$ cat src/rtl/vrf_pkg.sv
// rtl/vrf_pkg.sv - shared types, default sizes and helpers for the vector register file
package vrf_pkg;

   localparam int unsigned VRF_BITS  = 8;
   localparam int unsigned VRF_N     = 4;
   localparam int unsigned VRF_NREGS = 16;
   localparam int unsigned VRF_NRD   = 2;

   typedef logic [VRF_BITS-1:0]          elem_t;
   typedef elem_t                        vec_t [VRF_N];
   typedef logic [$clog2(VRF_N+1)-1:0]   len_t;

   localparam vec_t ZERO_VEC = '{default: '0};

   // Lengths above the vector size saturate rather than wrap.
   function automatic int unsigned clamp_len(int unsigned len, int unsigned n);
      return (len > n) ? n : len;
   endfunction

endpackage

$ cat src/rtl/vrf_read_port.sv
// rtl/vrf_read_port.sv - one registered read port: select mux, range check, optional write bypass
module vrf_read_port #(
   parameter int unsigned BITS  = 8,
   parameter int unsigned N     = 4,
   parameter int unsigned NREGS = 16,
   parameter int unsigned SEL_W = $clog2(NREGS),
   parameter int unsigned LEN_W = $clog2(N+1)
) (
   input  logic             clk,
   input  logic             rst,
   input  logic             en_i,
   input  logic [SEL_W-1:0] sel_i,
   input  logic [BITS-1:0]  regs_i [NREGS][N],
   input  logic [LEN_W-1:0] lens_i [NREGS],
   input  logic [NREGS-1:0] pending_i,
`ifdef VRF_BYPASS_EN
   input  logic             wr_en_i,
   input  logic [SEL_W-1:0] wr_sel_i,
   input  logic [BITS-1:0]  wr_data_i [N],
   input  logic [LEN_W-1:0] wr_len_i,
`endif
   output logic [BITS-1:0]  data_o [N],
   output logic [LEN_W-1:0] len_o,
   output logic             busy_o
);

   logic [BITS-1:0]  data_q [N];
   logic [BITS-1:0]  data_d [N];
   logic [LEN_W-1:0] len_q, len_d;
   logic             busy_q, busy_d;
   logic             hit;

   assign hit = en_i && (32'(sel_i) < NREGS);

   always_comb begin
      data_d = '{default: '0};
      len_d  = '0;
      busy_d = 1'b0;
      if (hit) begin
         data_d = regs_i[sel_i];
         len_d  = lens_i[sel_i];
         busy_d = pending_i[sel_i];
`ifdef VRF_BYPASS_EN
         // The writeback on this edge also clears pending, so the forwarded value is never busy.
         if (wr_en_i && (wr_sel_i == sel_i)) begin
            data_d = wr_data_i;
            len_d  = wr_len_i;
            busy_d = 1'b0;
         end
`endif
      end
   end

   always_ff @(posedge clk or posedge rst) begin
      if (rst) begin
         data_q <= '{default: '0};
         len_q  <= '0;
         busy_q <= 1'b0;
      end else begin
         data_q <= data_d;
         len_q  <= len_d;
         busy_q <= busy_d;
      end
   end

   assign data_o = data_q;
   assign len_o  = len_q;
   assign busy_o = busy_q;

endmodule

$ cat src/rtl/vec_reg_file.sv
// rtl/vec_reg_file.sv - vector register file with scoreboard and registered read ports; VRF_BYPASS_EN forwards same-edge writes
module vec_reg_file
   import vrf_pkg::*;
#(
   parameter int unsigned BITS  = VRF_BITS,
   parameter int unsigned N     = VRF_N,
   parameter int unsigned NREGS = VRF_NREGS,
   parameter int unsigned NRD   = VRF_NRD,
   parameter int unsigned SEL_W = $clog2(NREGS),
   parameter int unsigned LEN_W = $clog2(N+1)
) (
   input  logic                      clk,
   input  logic                      rst,
   input  logic [BITS-1:0]           in_i [N],
   input  logic [LEN_W-1:0]          in_len_i,
   input  logic [SEL_W-1:0]          in_sel_i,
   input  logic                      write_i,
   input  logic                      rsv_valid_i,
   input  logic [SEL_W-1:0]          rsv_sel_i,
   output logic                      rsv_ready_o,
   input  logic [NRD-1:0][SEL_W-1:0] rd_sel_i,
   input  logic [NRD-1:0]            rd_en_i,
   output logic [BITS-1:0]           rd_data_o [NRD][N],
   output logic [NRD-1:0][LEN_W-1:0] rd_len_o,
   output logic [NRD-1:0]            rd_busy_o,
   output logic [NREGS-1:0]          pending_o
);

   logic [BITS-1:0]  regs_q [NREGS][N];
   logic [LEN_W-1:0] len_q  [NREGS];
   logic [NREGS-1:0] pending_q, pending_d;

   logic             wr_hit;
   logic [LEN_W-1:0] wr_len;
   logic [BITS-1:0]  wr_vec [N];

   assign wr_hit = write_i && (32'(in_sel_i) < NREGS);
   assign wr_len = LEN_W'(clamp_len(32'(in_len_i), N));

   always_comb begin
      for (int i = 0; i < N; i++) begin
         wr_vec[i] = (i < int'(wr_len)) ? in_i[i] : '0;
      end
   end

   assign rsv_ready_o = rsv_valid_i && (32'(rsv_sel_i) < NREGS) && !pending_q[rsv_sel_i];

   // Reserve is applied after the writeback clear so a same-register collision ends pending.
   always_comb begin
      pending_d = pending_q;
      if (wr_hit)      pending_d[in_sel_i]  = 1'b0;
      if (rsv_ready_o) pending_d[rsv_sel_i] = 1'b1;
   end

   always_ff @(posedge clk or posedge rst) begin
      if (rst) begin
         regs_q    <= '{default: '0};
         len_q     <= '{default: '0};
         pending_q <= '0;
      end else begin
         pending_q <= pending_d;
         if (wr_hit) begin
            regs_q[in_sel_i] <= wr_vec;
            len_q[in_sel_i]  <= wr_len;
         end
      end
   end

   assign pending_o = pending_q;

   for (genvar p = 0; p < NRD; p++) begin : g_rd
      vrf_read_port #(
         .BITS  (BITS),
         .N     (N),
         .NREGS (NREGS),
         .SEL_W (SEL_W),
         .LEN_W (LEN_W)
      ) u_rd (
         .clk       (clk),
         .rst       (rst),
         .en_i      (rd_en_i[p]),
         .sel_i     (rd_sel_i[p]),
         .regs_i    (regs_q),
         .lens_i    (len_q),
         .pending_i (pending_q),
`ifdef VRF_BYPASS_EN
         .wr_en_i   (wr_hit),
         .wr_sel_i  (in_sel_i),
         .wr_data_i (wr_vec),
         .wr_len_i  (wr_len),
`endif
         .data_o    (rd_data_o[p]),
         .len_o     (rd_len_o[p]),
         .busy_o    (rd_busy_o[p])
      );
   end

endmodule

$ cat config.mk
export PLATFORM = sky130hd
export DESIGN_NAME = vec_reg_file
export DESIGN_NICKNAME = d
export VERILOG_FILES = /design/src/rtl/vrf_pkg.sv /design/src/rtl/vrf_read_port.sv /design/src/rtl/vec_reg_file.sv
export SDC_FILE = /design/constraint.sdc
export NUM_CORES = 1
export LEC_CHECK = 0
export BUFFER_PORTS_ARGS = -buffer_cell sky130_fd_sc_hd__clkbuf_2
export CORE_AREA = 3 3 270 272
export CTS_BUF_LIST = sky130_fd_sc_hd__clkbuf_8
export CTS_CLUSTER_DIAMETER = 40
export DETAILED_ROUTE_END_ITERATION = 10
export DIE_AREA = 0 0 273 275
export GPL_ROUTABILITY_DRIVEN = 0
export GPL_TIMING_DRIVEN = 0
export REMOVE_ABC_BUFFERS = 1
export SYNTH_ARGS = -nofsm -noshare
export SYNTH_HDL_FRONTEND = slang
export SYNTH_SLANG_ARGS = --single-unit
export TNS_END_PERCENT = 20
$ cat constraint.sdc
create_clock -name clk -period 26.8 [get_ports clk]
set_clock_uncertainty 0.1 [all_clocks]
set_input_delay 4.02 -clock clk [delete_from_list [all_inputs] [get_ports clk]]
set_output_delay 4.02 -clock clk [all_outputs]
set_load 0.02 [all_outputs]
==> flow_summary.ini <==
[status]
status = finished clean

[final_layout]
fin_util_pct = 51.0
drive_gt1_share_pct = 23.3
final_nets = 2862
area_growth_pct = 14.4

[placement]
port_buffers = 145
dp_hpwl_mm = 54.3
pre_cts_ws_ps = 17140

[cts]
cts_resized = 0
cts_made_buffers = 115
clk_pin_slew_ps = 50
cts_tree = built
hold_buffers = 0
post_cts_buffers = 0
cts_sinks = 648
clock_path_buffers = 3
clk_latency_ps = 720
cts_max_level = 3
root_buffer = clkbuf_8

[detailed_routing]
dr.pass1.iters = 6
drc_errors = 0
ant_nets = 0
drt-total-wl_mm = 93.8
vias_per_cell = 5.98
wl_per_cell_um = 24.3
drt_iter0_markers = 1884
vias = 23033

[critical_path]
r2r_cells = 3
cp.required_ps = 22680
startpoint_type = primary input
reg2reg_from = pending_o[8]$_DFF_PP0_
reg2reg_slack_ps = 24970
end_kind = output port
r2r_end = pending_o[9]$_DFF_PP0_
worstPathMaxFanout = 10
critical_path_class = in2out
crit_arrival_ps = 5560

[sta]
fin_ws_ps = 17120
max_freq_ghz = 0.103
fin_crit_ps = 9680
final_max_slew_viol_count = 0
rsz0062_at_grt = no
tightest_slew_ps = 1330
post-route-period-util_pct = 36.1
worst_hold_slack_ps = 398
final_hold_viol_count = 0
setup_viol = 0
tns_ps = 0
slew_headroom_pct = 11.7

[floorplan]
die_y_um = 275
rows = 98
ioPinCount = 146
fp.dieW_um = 273
design.die.area_um2 = 75100
initial_core_util_pct = 44.6
coreArea_um2 = 71000

[synth]
seq_area_frac_synth_pct = 51.2
netlist_area_um2 = 31600
ys_ff_latch = 648
netlist.area_leader.share_pct = 51.2
synth.area.top_cells = dfrtp_1, mux4_2, o21ai_0
async_reset_ff_share_pct = 100
yosys_warnings = 0
synth_edf_count = 0
syn_area_per_cell_um2 = 11.4
synthCells = 2764
synth_ff_type = dfrtp_1
ys_types = 41
synth_top_area_cell = dfrtp_1

[run]
drv_cap = 0

[global_routing]
grt_pass1_wl_mm = 143
grtUsageTotal_pct = 25.3
gr-total-overflow = 0
grt_pass1_vias = 23751
grt_max_degree = 130
antenna_found_initial = 1

[min_path]
hold_end = regs_q[401]$_DFFE_PP0P_
hold_class = reg2reg
min_path_cells = 2
min_from = regs_q[401]$_DFFE_PP0P_

[pwr]
p_leak_nw = 16.2
peakVddDrop_mv = 0.0329
power_mw = 2.76
power.density_nw_per_um2 = 76.2
[area by class of cell]
cell class | instances | area (um^2)
fill | 6176 | 34800
sequential | 648 | 16200
multi-input combinational | 1845 | 14400
clock buffer | 151 | 2080
timing repair buffer | 193 | 1860
tap | 950 | 1190
clock inverter | 63 | 423
inverter | 2 | 15.0
antenna | 1 | 2.50
[Yosys cell counts (2+ instances only)]
library cell  instances
a211oi_1              5
mux2_2               16
nor4b_1               2
nor3b_1               2
nand2_1             653
and3_1                6
or3b_1                2
a32oi_1              22
nand3_1               5
buf_6                 2
mux2i_1             143
nor2b_1              14
a32o_1               10
buf_1                14
dfrtp_1             648
a221o_1               7
nand2b_1              8
clkbuf_1            192
a22oi_1               6
or3_1                 2
nor3_1                3
inv_1                 2
nor2_1               11
o31ai_1               5
o21ai_0             552
a22o_1                7
mux4_2              262
o22ai_1              43
and2_1                5
buf_2                44
nand4_1              23
o211ai_1             23
buf_4                17
[sequential cells by signal (all words and copies together) (netlist names)]
name and count:
pending_o 16, g_rd.u_rd.len_o 6, g_rd.u_rd.data_o 64, g_rd.u_rd.busy_o 2, regs_q 512, len_q 48
[report_power, final]
| group | total (mW) | switching [mW] | internal (mW) |
|---|---|---|---|
| Sequential | 1.28 | 0.126 | 1.15 |
| Clock | 0.972 | 0.420 | 0.552 |
| Combinational | 0.510 | 0.258 | 0.252 |
| Total | 2.76 | 0.803 | 1.96 |
[stage by stage]
| step | instance area, um^2 | instances |
|---|---|---|
| floorplan | 30500 | 2495 |
| global placement | 32400 | 3590 |
| detailed placement | 33700 | 3637 |
| CTS | 36200 | 3851 |
| global route | 36200 | 3853 |
| finish | 36200 | 3853 |
[cell families after synthesis]
family | synth area share (%)
simple gates | 9.41
flops | 51.2
buf+inv | 3.64
compound gates | 11.9
mux | 23.8
[worst max-delay path by stage]
| stage | depth (start not counted) | start | end | slack, ps |
|---|---|---|---|---|
| 3_3_place_gp | 2 | rst | pending_o[4]$_DFF_PP0_ | -1600 |
| 3_5_place_dp | 5 | rsv_sel_i[3] | rsv_ready_o | 17140 |
| 4_1_cts | 5 | rsv_sel_i[3] | rsv_ready_o | 17140 |
| 2_1_floorplan | 1 | rst | g_rd[0].u_rd.busy_o$_DFF_PP0_ | 4520 |
| 6_report | 5 | rsv_sel_i[3] | rsv_ready_o | 17120 |
| 5_1_grt | 5 | rsv_sel_i[3] | rsv_ready_o | 17030 |
[cells in the final DEF, fill, tap and decap left out, types with 16 or more instances in the layout]
cell type / n
dfrtp_1: 648
mux2_2: 16
inv_1: 37
mux2i_1: 143
a32oi_1: 22
mux4_2: 262
buf_16: 29
nand2_1: 646
clkbuf_8: 156
o211ai_1: 23
clkbuf_2: 139
nand4_1: 23
o22ai_1: 43
o21ai_0: 545
[critical path, cell delays in order]
cell and delay [ps]:
clkbuf_2 230, mux2_2 360, o211ai_1 550, a31o_2 240, clkbuf_2 160
[routing by layer]
metal	share of wire, %	vias up	track usage, %	routed length, um
met2	49	967	41.9	45600
met1	40	11693	33.4	37900
met5	0	-	0	0
met3	7.0	207	3.85	6520
met4	4.0	0	10.8	3780
li1	-	10166	-	-
Power figures use the tool's default switching activity.
